<file path="src/rtl/aes_pkg.sv">
// Shared AES types, GF(2^8) helpers and the MixColumns FSM state encoding.
// Used by aes_mix_col_one and aes_mix_columns_seq.
package aes_pkg;

  typedef logic [7:0] aes_byte_t;
  typedef aes_byte_t  aes_state_t [16];

  localparam aes_byte_t AES_POLY_RED = 8'h1B;

  // state     | meaning
  // ST_IDLE   | ready for a new state from ShiftRows
  // ST_BUSY   | transforming columns of the work register in place
  // ST_BYPASS | final round: one idle cycle, no transform
  // ST_DONE   | result held on out_val until the consumer takes it
  typedef enum logic [1:0] {
    ST_IDLE   = 2'd0,
    ST_BUSY   = 2'd1,
    ST_BYPASS = 2'd2,
    ST_DONE   = 2'd3
  } aes_mc_state_e;

  function automatic aes_byte_t xtime(input aes_byte_t x);
    return {x[6:0], 1'b0} ^ (x[7] ? AES_POLY_RED : 8'h00);
  endfunction

  function automatic aes_byte_t gf_mul(input aes_byte_t a, input aes_byte_t b);
    aes_byte_t acc;
    aes_byte_t p;
    acc = '0;
    p   = a;
    for (int i = 0; i < 8; i++) begin
      if (b[i]) acc = acc ^ p;
      p = xtime(p);
    end
    return acc;
  endfunction

  // Column c, row r lives at byte 15-4c-r, which is simply {~c, ~r}.
  function automatic logic [3:0] byte_idx(input logic [1:0] col, input logic [1:0] row);
    return {~col, ~row};
  endfunction

endpackage

</file>
<file path="src/rtl/aes_mix_col_one.sv">
// Combinational MixColumns of one 4-byte column, {a0,a1,a2,a3} with a0 in the MSBs.
// With AES_MIX_INV_EN defined, i_inv selects InvMixColumns.
module aes_mix_col_one
  import aes_pkg::*;
(
  input  logic [31:0] i_col,
`ifdef AES_MIX_INV_EN
  input  logic        i_inv,
`endif
  output logic [31:0] o_col
);

  aes_byte_t   w_a0, w_a1, w_a2, w_a3;
  aes_byte_t   w_x0, w_x1, w_x2, w_x3;
  logic [31:0] w_fwd;

  assign {w_a0, w_a1, w_a2, w_a3} = i_col;

  assign w_x0 = xtime(w_a0);
  assign w_x1 = xtime(w_a1);
  assign w_x2 = xtime(w_a2);
  assign w_x3 = xtime(w_a3);

  // 3a is computed as 2a ^ a
  assign w_fwd = {w_x0 ^ w_x1 ^ w_a1 ^ w_a2 ^ w_a3,
                  w_a0 ^ w_x1 ^ w_x2 ^ w_a2 ^ w_a3,
                  w_a0 ^ w_a1 ^ w_x2 ^ w_x3 ^ w_a3,
                  w_x0 ^ w_a0 ^ w_a1 ^ w_a2 ^ w_x3};

`ifdef AES_MIX_INV_EN
  logic [31:0] w_inv;

  assign w_inv = {gf_mul(w_a0, 8'h0E) ^ gf_mul(w_a1, 8'h0B) ^ gf_mul(w_a2, 8'h0D) ^ gf_mul(w_a3, 8'h09),
                  gf_mul(w_a0, 8'h09) ^ gf_mul(w_a1, 8'h0E) ^ gf_mul(w_a2, 8'h0B) ^ gf_mul(w_a3, 8'h0D),
                  gf_mul(w_a0, 8'h0D) ^ gf_mul(w_a1, 8'h09) ^ gf_mul(w_a2, 8'h0E) ^ gf_mul(w_a3, 8'h0B),
                  gf_mul(w_a0, 8'h0B) ^ gf_mul(w_a1, 8'h0D) ^ gf_mul(w_a2, 8'h09) ^ gf_mul(w_a3, 8'h0E)};

  assign o_col = i_inv ? w_inv : w_fwd;
`else
  assign o_col = w_fwd;
`endif

endmodule

</file>
<file path="src/rtl/aes_mix_columns_seq.sv">
// Sequential MixColumns stage with valid/ready on both sides and a final-round bypass.
// COLS_PER_CYCLE columns (1, 2 or 4) are transformed in place per BUSY cycle.
// Optional macro AES_MIX_INV_EN adds in_inv to select InvMixColumns.
module aes_mix_columns_seq
  import aes_pkg::*;
#(
  parameter int COLS_PER_CYCLE = 1
)
(
  input  logic       clk,
  input  logic       rst,
  input  logic       in_valid,
  output logic       in_ready,
  input  logic       in_bypass,
`ifdef AES_MIX_INV_EN
  input  logic       in_inv,
`endif
  input  aes_state_t in_state,
  output logic       out_valid,
  input  logic       out_ready,
  output aes_state_t out_val
);

  if (!(COLS_PER_CYCLE == 1 || COLS_PER_CYCLE == 2 || COLS_PER_CYCLE == 4)) begin : g_bad_cols
    $error("aes_mix_columns_seq: COLS_PER_CYCLE must be 1, 2 or 4");
  end

  // col_cnt value at which the current pass writes column 3; wraps to 0 for 4 columns/cycle
  localparam logic [1:0] LAST_CNT = 2'(4 - COLS_PER_CYCLE);
  localparam logic [1:0] CNT_STEP = 2'(COLS_PER_CYCLE);

  aes_mc_state_e r_state;
  aes_mc_state_e w_state_nxt;
  logic [1:0]    r_col_cnt;
  aes_state_t    r_work;
  aes_state_t    w_work_nxt;
  logic          w_load;
  logic          w_step;

  logic [1:0]    w_idx     [COLS_PER_CYCLE];
  logic [31:0]   w_col_in  [COLS_PER_CYCLE];
  logic [31:0]   w_col_out [COLS_PER_CYCLE];

`ifdef AES_MIX_INV_EN
  logic          r_inv;
`endif

  for (genvar k = 0; k < COLS_PER_CYCLE; k++) begin : g_col
    assign w_idx[k]    = r_col_cnt + 2'(k);
    assign w_col_in[k] = {r_work[byte_idx(w_idx[k], 2'd0)],
                          r_work[byte_idx(w_idx[k], 2'd1)],
                          r_work[byte_idx(w_idx[k], 2'd2)],
                          r_work[byte_idx(w_idx[k], 2'd3)]};

    aes_mix_col_one u_col (
      .i_col (w_col_in[k]),
`ifdef AES_MIX_INV_EN
      .i_inv (r_inv),
`endif
      .o_col (w_col_out[k])
    );
  end

  // Merge the freshly transformed columns back into the work register image
  always_comb begin
    w_work_nxt = r_work;
    for (int k = 0; k < COLS_PER_CYCLE; k++) begin
      for (int r = 0; r < 4; r++) begin
        w_work_nxt[byte_idx(w_idx[k], 2'(r))] = w_col_out[k][8*(3-r) +: 8];
      end
    end
  end

  // Next-state and handshake decode
  always_comb begin
    w_state_nxt = r_state;
    in_ready    = 1'b0;
    out_valid   = 1'b0;
    w_load      = 1'b0;
    w_step      = 1'b0;
    case (r_state)
      ST_IDLE: begin
        in_ready = 1'b1;
        if (in_valid) begin
          w_load      = 1'b1;
          w_state_nxt = in_bypass ? ST_BYPASS : ST_BUSY;
        end
      end
      ST_BUSY: begin
        w_step = 1'b1;
        if (r_col_cnt == LAST_CNT) w_state_nxt = ST_DONE;
      end
      ST_BYPASS: begin
        w_state_nxt = ST_DONE;
      end
      ST_DONE: begin
        out_valid = 1'b1;
        if (out_ready) w_state_nxt = ST_IDLE;
      end
      default: begin
        w_state_nxt = ST_IDLE;
      end
    endcase
  end

  // State, column counter and work register; reset wins over any handshake
  always_ff @(posedge clk) begin
    if (rst) begin
      r_state   <= ST_IDLE;
      r_col_cnt <= 2'd0;
      r_work    <= '{default: '0};
`ifdef AES_MIX_INV_EN
      r_inv     <= 1'b0;
`endif
    end else begin
      r_state <= w_state_nxt;
      if (w_load) begin
        r_work    <= in_state;
        r_col_cnt <= 2'd0;
`ifdef AES_MIX_INV_EN
        r_inv     <= in_inv;
`endif
      end else if (w_step) begin
        r_work    <= w_work_nxt;
        r_col_cnt <= r_col_cnt + CNT_STEP;
      end
    end
  end

  assign out_val = r_work;

endmodule
</file>
<file path="config.mk">
export PLATFORM = sky130hd
export DESIGN_NAME = aes_mix_columns_seq
export DESIGN_NICKNAME = d
export VERILOG_FILES = /design/src/rtl/aes_pkg.sv /design/src/rtl/aes_mix_col_one.sv /design/src/rtl/aes_mix_columns_seq.sv
export SDC_FILE = /design/constraint.sdc
export NUM_CORES = 1
export LEC_CHECK = 0
export ABC_CLOCK_PERIOD_IN_PS = 2300
export CORE_UTILIZATION = 36
export CTS_CLUSTER_SIZE = 30
export DETAILED_ROUTE_END_ITERATION = 12
export GPL_TIMING_DRIVEN = 0
export PLACE_DENSITY_LB_ADDON = 0.15
export SETUP_SLACK_MARGIN = 0.3
export SLEW_MARGIN = 20
export SYNTH_ARGS = -nofsm -noshare
export SYNTH_HDL_FRONTEND = slang
export SYNTH_SLANG_ARGS = --single-unit
</file>
<file path="constraint.sdc">
create_clock -name clk -period 2.3 [get_ports clk]
set_clock_uncertainty 0.05 [all_clocks]
set_input_delay 0.575 -clock clk [delete_from_list [all_inputs] [get_ports clk]]
set_output_delay 0.575 -clock clk [all_outputs]
set_load 0.02 [all_outputs]
</file>
# == Word-level counts from Yosys, hierarchy flattened ==
# Cells that the tools add are included.
# totals
regBits,132
output_inout_bits,130
in_bits,133
word_cells,107
# classes
n_eq_ne,7
n_reduce_logical,8
magnitude_cmp,8
bitwise_logic,25
add_sub_neg,1
n_mux,40
# ops
operator,count
$bwmux 128,4
$mux 128,2
$xor 8x8->8,20
$bmux 8 s4,4
$demux 8 s4,4
$mux 8,12
$ge 5x5->1 const B,4
$lt 5x1->1 const B,4
$mux 5,4
$not 4->5,4
$mux 2,4
$pmux 2 s4,1
$eq 2x2->1 const B,3
$ne 2x2->1 const B,3
$mux 1,5
$logic_and 1x1->1,4
$reduce_and 3->1,1
$add 2x1->2 const B,1
$eq 2x1->1 const B,1
$logic_not 2->1,1
$not 2->2,1
$reduce_bool 2->1,1
$reduce_or 2->1,1

# == Logic depth before layout (Yosys ltp) ==
# Gate-level depths: netlist (run 1).
# depth
word_depth,17
ltp_mapped,11
ltp_nobuf,6

# == By module ==
# Synthesis (run 1) repeated with hierarchy kept, for this count alone.
# unflattened
cells_unflattened,806
area_unflattened_um2,7822.5
# modules_own_cells
module,area_per_inst_um2,seq_area_each_um2,cells_each,instances
aes_mix_columns_seq,6513.7,2642.5,726,1
aes_mix_col_one,1308.8,0.0,80,1

# == Worst setup path before layout (run 1) ==
# No wires, ideal clock.
# synth_timing
path_kind,register -> register
startpoint,reg r_col_cnt[0]
endpoint,reg r_work (netlist bit out_val[50])
arrival_ps,2175
slack_ps,-16
required_time_ps,2159
setup_time_ps,91
path_stages_with_launch,8
cell_sequence,dfxtp_1 -> buf_6 -> buf_12 -> buf_8 -> mux4_2 -> xor3_1 -> nand3_1 -> a311oi_1
# synth_between
elab_chain_len,16
# synth_lines
item,line_no,text
start: declaration,aes_mix_columns_seq.sv:34,logic [1:0] r_col_cnt;
start signal: assignment,aes_mix_columns_seq.sv:125,r_col_cnt <= r_col_cnt + CNT_STEP;
$not 2->2 (*),aes_pkg.sv:40,"return {~col, ~row};"
$not 4->5 (on tied branches),"aes_mix_columns_seq.sv:50, aes_mix_columns_seq.sv:69, aes_mix_columns_seq.sv:51",
$bmux 8 s4 (on tied branches),"aes_mix_columns_seq.sv:50, aes_mix_columns_seq.sv:51",
$mux 8 (on tied branches) (2 in series),"aes_mix_columns_seq.sv:50, aes_mix_columns_seq.sv:51",
$xor 8x8->8,aes_pkg.sv:23,"return {x[6:0], 1'b0} ^ (x[7] ? AES_POLY_RED : 8'h00);"
$xor 8x8->8 (4 in series),aes_mix_col_one.sv:25,"assign w_fwd = {w_x0 ^ w_x1 ^ w_a1 ^ w_a2 ^ w_a3,"
$bwmux 128 (3 in series),aes_mix_columns_seq.sv:69,"w_work_nxt[byte_idx(w_idx[k], 2'(r))] = w_col_out[k][8*(3-r) +: 8];"
$bwmux 128 (*),aes_mix_columns_seq.sv:69,
$mux 128 (*),aes_mix_columns_seq.sv:123,end else if (w_step) begin
$mux 128 (*),aes_mix_columns_seq.sv:117,if (w_load) begin
end signal: assignment,aes_mix_columns_seq.sv:118,r_work <= in_state;
end signal: assignment,aes_mix_columns_seq.sv:124,r_work <= w_work_nxt;
end: declaration,aes_mix_columns_seq.sv:35,aes_state_t r_work;
# Every way passes the cells marked *; elsewhere a longest branch is shown, timed or not. The select of a mux whose other input is x is not followed.
# A chain may end at the register's enable or synchronous reset.

# == Worst setup path in the final report (run 1) ==
# layout_timing
startpoint,reg r_col_cnt[0]
endpoint,reg r_work (netlist bit out_val[122])
# Same word-level chain as after synthesis.

==> flow_summary_export.csv, run 1 <==
group,metric,value,unit
timing,setup_viol,128,
logic_synthesis,ys_seq_area_frac,0.299,
clocking,htreeDepth,4,
power_and_ir_drop,powerDensity,1730,nW/um^2
logic_synthesis,synth.area.mux_share,0.0853,
detailed_routing,dr.pass1.iters,5,
logic_synthesis,avgSynthCellArea,9.75,um^2
floorplanning,row_count,56,
logic_synthesis,syn_area,8850,um^2
timing,hold_viol_final,0,
logic_synthesis,synth.top_cells.by_count,"nand3_1, dfxtp_1, nor2_1",
clocking,holdBufCountCts,0,
detailed_routing,post_drt_via_cell_ratio,6.51,
logic_synthesis,synthAdderAreaFrac,0.00990,
clocking,clock_latency,0.43,ns
grt,antenna_found_initial,2,
logic_synthesis,synth_top_family_by_area,"XOR/XNOR gates",
timing,period_minus_slack,2.54,ns
timing,period_share,1.10,
logic_synthesis,synth-simple-area-share,0.136,
logic_synthesis,synthesis.instances,907,
clocking,path_clk_slew,0.06,ns
detailed_routing,drtIter0Drc,1484,
logic_synthesis,ys_warn_count,0,
grt,track_usage,0.348,
logic_synthesis,synth_top_area_cell,"dfxtp_1",
power_and_ir_drop,p_clk_frac,0.116,
worst_setup_path,crit_arrival,2.81,ns
power_and_ir_drop,p_int,0.0133,W
worst_setup_path,crit_slowest_cell,"xor3_2",
timing,fmax,394,MHz
logic_synthesis,synth-compound-area-share,0.202,
floorplanning,die_h,159,um
grt,grt_pass1_wl,64500,um
placement,place_hpwl,29700,um
placement,portBuffers,261,
logic_synthesis,synth_cell_types,32,
logic_synthesis,ys.flop_type,"dfxtp_1",
worst_setup_path,required,2.57,ns
power_and_ir_drop,p_switching,0.0119,W
floorplanning,die_w,159,um
run_status,failed_checks,"negative setup slack",
worst_setup_path,critPathBufInv,3,
clocking,cts_max_path_buffers,2,
grt,grt_overflow_total,0,
min_path,hold_path_class,"flop to flop",
worst_setup_path,cpMostUsedCell,"buf_12",
logic_synthesis,synth_top_area_frac,0.299,
worst_setup_path,start_kind,"flop",
detailed_routing,wl_per_cell,28.8,um
power_and_ir_drop,switching_share,0.471,
timing,rsz0062_at_grt,"true",
cells_and_area,syn2layout_area_growth,65.2,%
floorplanning,core,23800,um^2
worst_setup_path,slowest_delay,0.60,ns
power_and_ir_drop,ir_drop,1.09,mV
timing,fin_setup_tns,-15.40,ns
placement,place_congestion,0.934,
floorplanning,initial_core_util,0.372,
worst_setup_path,cp_top_family,"XOR/XNOR gates",
logic_synthesis,synthTopCellsByArea,"dfxtp_1, xnor3_1, nand3_1",
logic_synthesis,yosysMostFrequentCell,"nand3_1",
worst_setup_path,path_class,"flop to flop",
grt,grt_start_max_net_pins,17,
cells_and_area,fin_nets,1396,
timing,finalWorstSetupSlack,-0.239,ns
power_and_ir_drop,seq_power_share,0.142,
worst_setup_path,cp-end-kind,"flop",
logic_synthesis,ys_ff_latch,132,
detailed_routing,ant_nets,0,
worst_setup_path,crit_chain,"buf_12 -> buf_12 -> buf_6 -> mux4_2 -> xor3_2 -> nand3_1 -> a311oi_1",
floorplanning,io-pin-count,263,
run_status,outcome,"finished, violations left",
timing,finalMaxSlewViolations,0,
clocking,clock-sinks,132,
worst_setup_path,crit_fanout,8,
job,cap_violations,0,
logic_synthesis,synth-edff-count,0,
timing,tightest_slew,1.07,ns
logic_synthesis,syn-num-nets,1047,
floorplanning,dieArea,25200,um^2
cells_and_area,drive_above_1_share,0.335,
logic_synthesis,async_flop_share,0,
detailed_routing,drc,0,
power_and_ir_drop,leakage,5.71,nW
detailed_routing,vias,10346,
timing,max_slew_margin,0.287,
placement,dp_slack,-0.847,ns
clocking,cts_tree,"yes",
clocking,cts_buffers,17,
clocking,root_buffer,"clkbuf_16",
logic_synthesis,synth_xor_area_frac,0.204,
detailed_routing,routed_wl,45800,um
power_and_ir_drop,combPwrFrac,0.741,
grt,grt_pass1_vias,10006,
cells_and_area,fin_util,0.615,
final timing paths:
path,from,endpoint,slack [ns],cells after the start
max reg2reg,r_col_cnt[0],out_val[122],-0.24,7
min,r_state[0],r_state[0],0.48,2
max,r_col_cnt[0],out_val[122],-0.24,7
min reg2reg,r_state[0],r_state[0],0.48,2
final cells by class:
type	count	area [um^2]
Fill cell	1967	9140
Multi-Input combinational cell	659	6770
Timing Repair Buffer	330	3240
Sequential cell	132	2650
Buffer	109	915
Clock buffer	20	457
Tap cell	319	399
Clock inverter	12	155
Inverter	7	26.3
Antenna cell	1	2.50
through the flow:
step	std cells	power, W	area (um^2)	hold WS [ns]
floorplan	907	0.0134	8980	0.444
global placement	1487	0.0178	12000	0.460
detailed placement	1487	0.0179	12000	0.475
CTS	1576	0.0229	13800	0.483
global route	1589	0.0257	14600	0.549
finish	1589	0.0252	14600	0.480
flip-flops by register name (all words and copies together) (netlist names):
signal	count
out_val	128
r_state	2
r_col_cnt	2
power by group through the flow:
stage                     Clock, W  Sequential [W]  Combinational [W]
after CTS                  0.00291         0.00354             0.0164
after detailed placement         0         0.00360             0.0143
final                      0.00294         0.00358             0.0187
after global placement           0         0.00360             0.0142
after floorplan                  0         0.00416            0.00920
after global routing       0.00303         0.00363             0.0191
per-layer routing:
layer	global-route usage	up-vias	share of wire
li1	-	4198	-
met5	0.0138	-	0.00035
met2	0.511	960	0.43
met4	0.177	2	0.051
met3	0.125	205	0.15
met1	0.447	4981	0.37
logic make-up after synthesis:
kind of cell,count (synthesis)
DFF,132
adders and majority gates,7
muxes,35
AOI/OAI and AO/OA,259
and+or+nand+nor,264
buffers and inverters,116
xor gates and xnor gates,94
worst reg2reg max path, cell delays in order (launching register included):
cell,delay (ns)
dfxtp_2,0.35
buf_12,0.13
buf_12,0.16
buf_6,0.12
mux4_2,0.58
xor3_2,0.60
nand3_1,0.12
a311oi_1,0.32
cells in the final DEF, fill, tap and decap left out, types with 3 or more instances in the layout:
cell type        instances
a311oi_1                41
a22oi_1                 48
inv_1                    7
clkinv_2                 3
dlygate4sd2_1          128
buf_2                    3
clkbuf_8                 3
a311oi_2                39
xor2_1                   3
buf_8                    8
clkdlybuf4s50_1        131
bufinv_16                3
clkbuf_1                30
clkbuf_16               17
a21oi_1                 81
xor3_2                  17
clkbuf_2                27
dfxtp_2                  3
buf_12                  26
xnor3_2                 28
and2_1                   5
clkinv_4                 4
mux4_2                  32
clkbuf_4                 9
xnor2_4                 10
ha_1                     6
buf_4                   43
nand3_2                 74
o22ai_2                 25
buf_6                   29
mux2i_1                  3
nand2_1                  9
o22ai_1                 23
xor2_4                   9
xnor3_1                 14
nor2_1                  87
xnor2_1                  7
dfxtp_1                129
nand3_1                 84
repair_timing:
item / in CTS / in global routing
endpoints found under the hold margin: 0 / 0
cloned: 4 / 0
resized for setup: 347 / 154
pin swaps: 107 / 60
buffers inserted: 53 / 12
setup endpoints to repair: 260 / 134
Note: power is estimated with default switching activity, not from simulation.
==> inputs of run 2 (changes only) <==
- TNS_END_PERCENT: default -> 100
==> results of run 2 <==
Same layout as run 1: the final DEF is identical, and so are final timing and power.
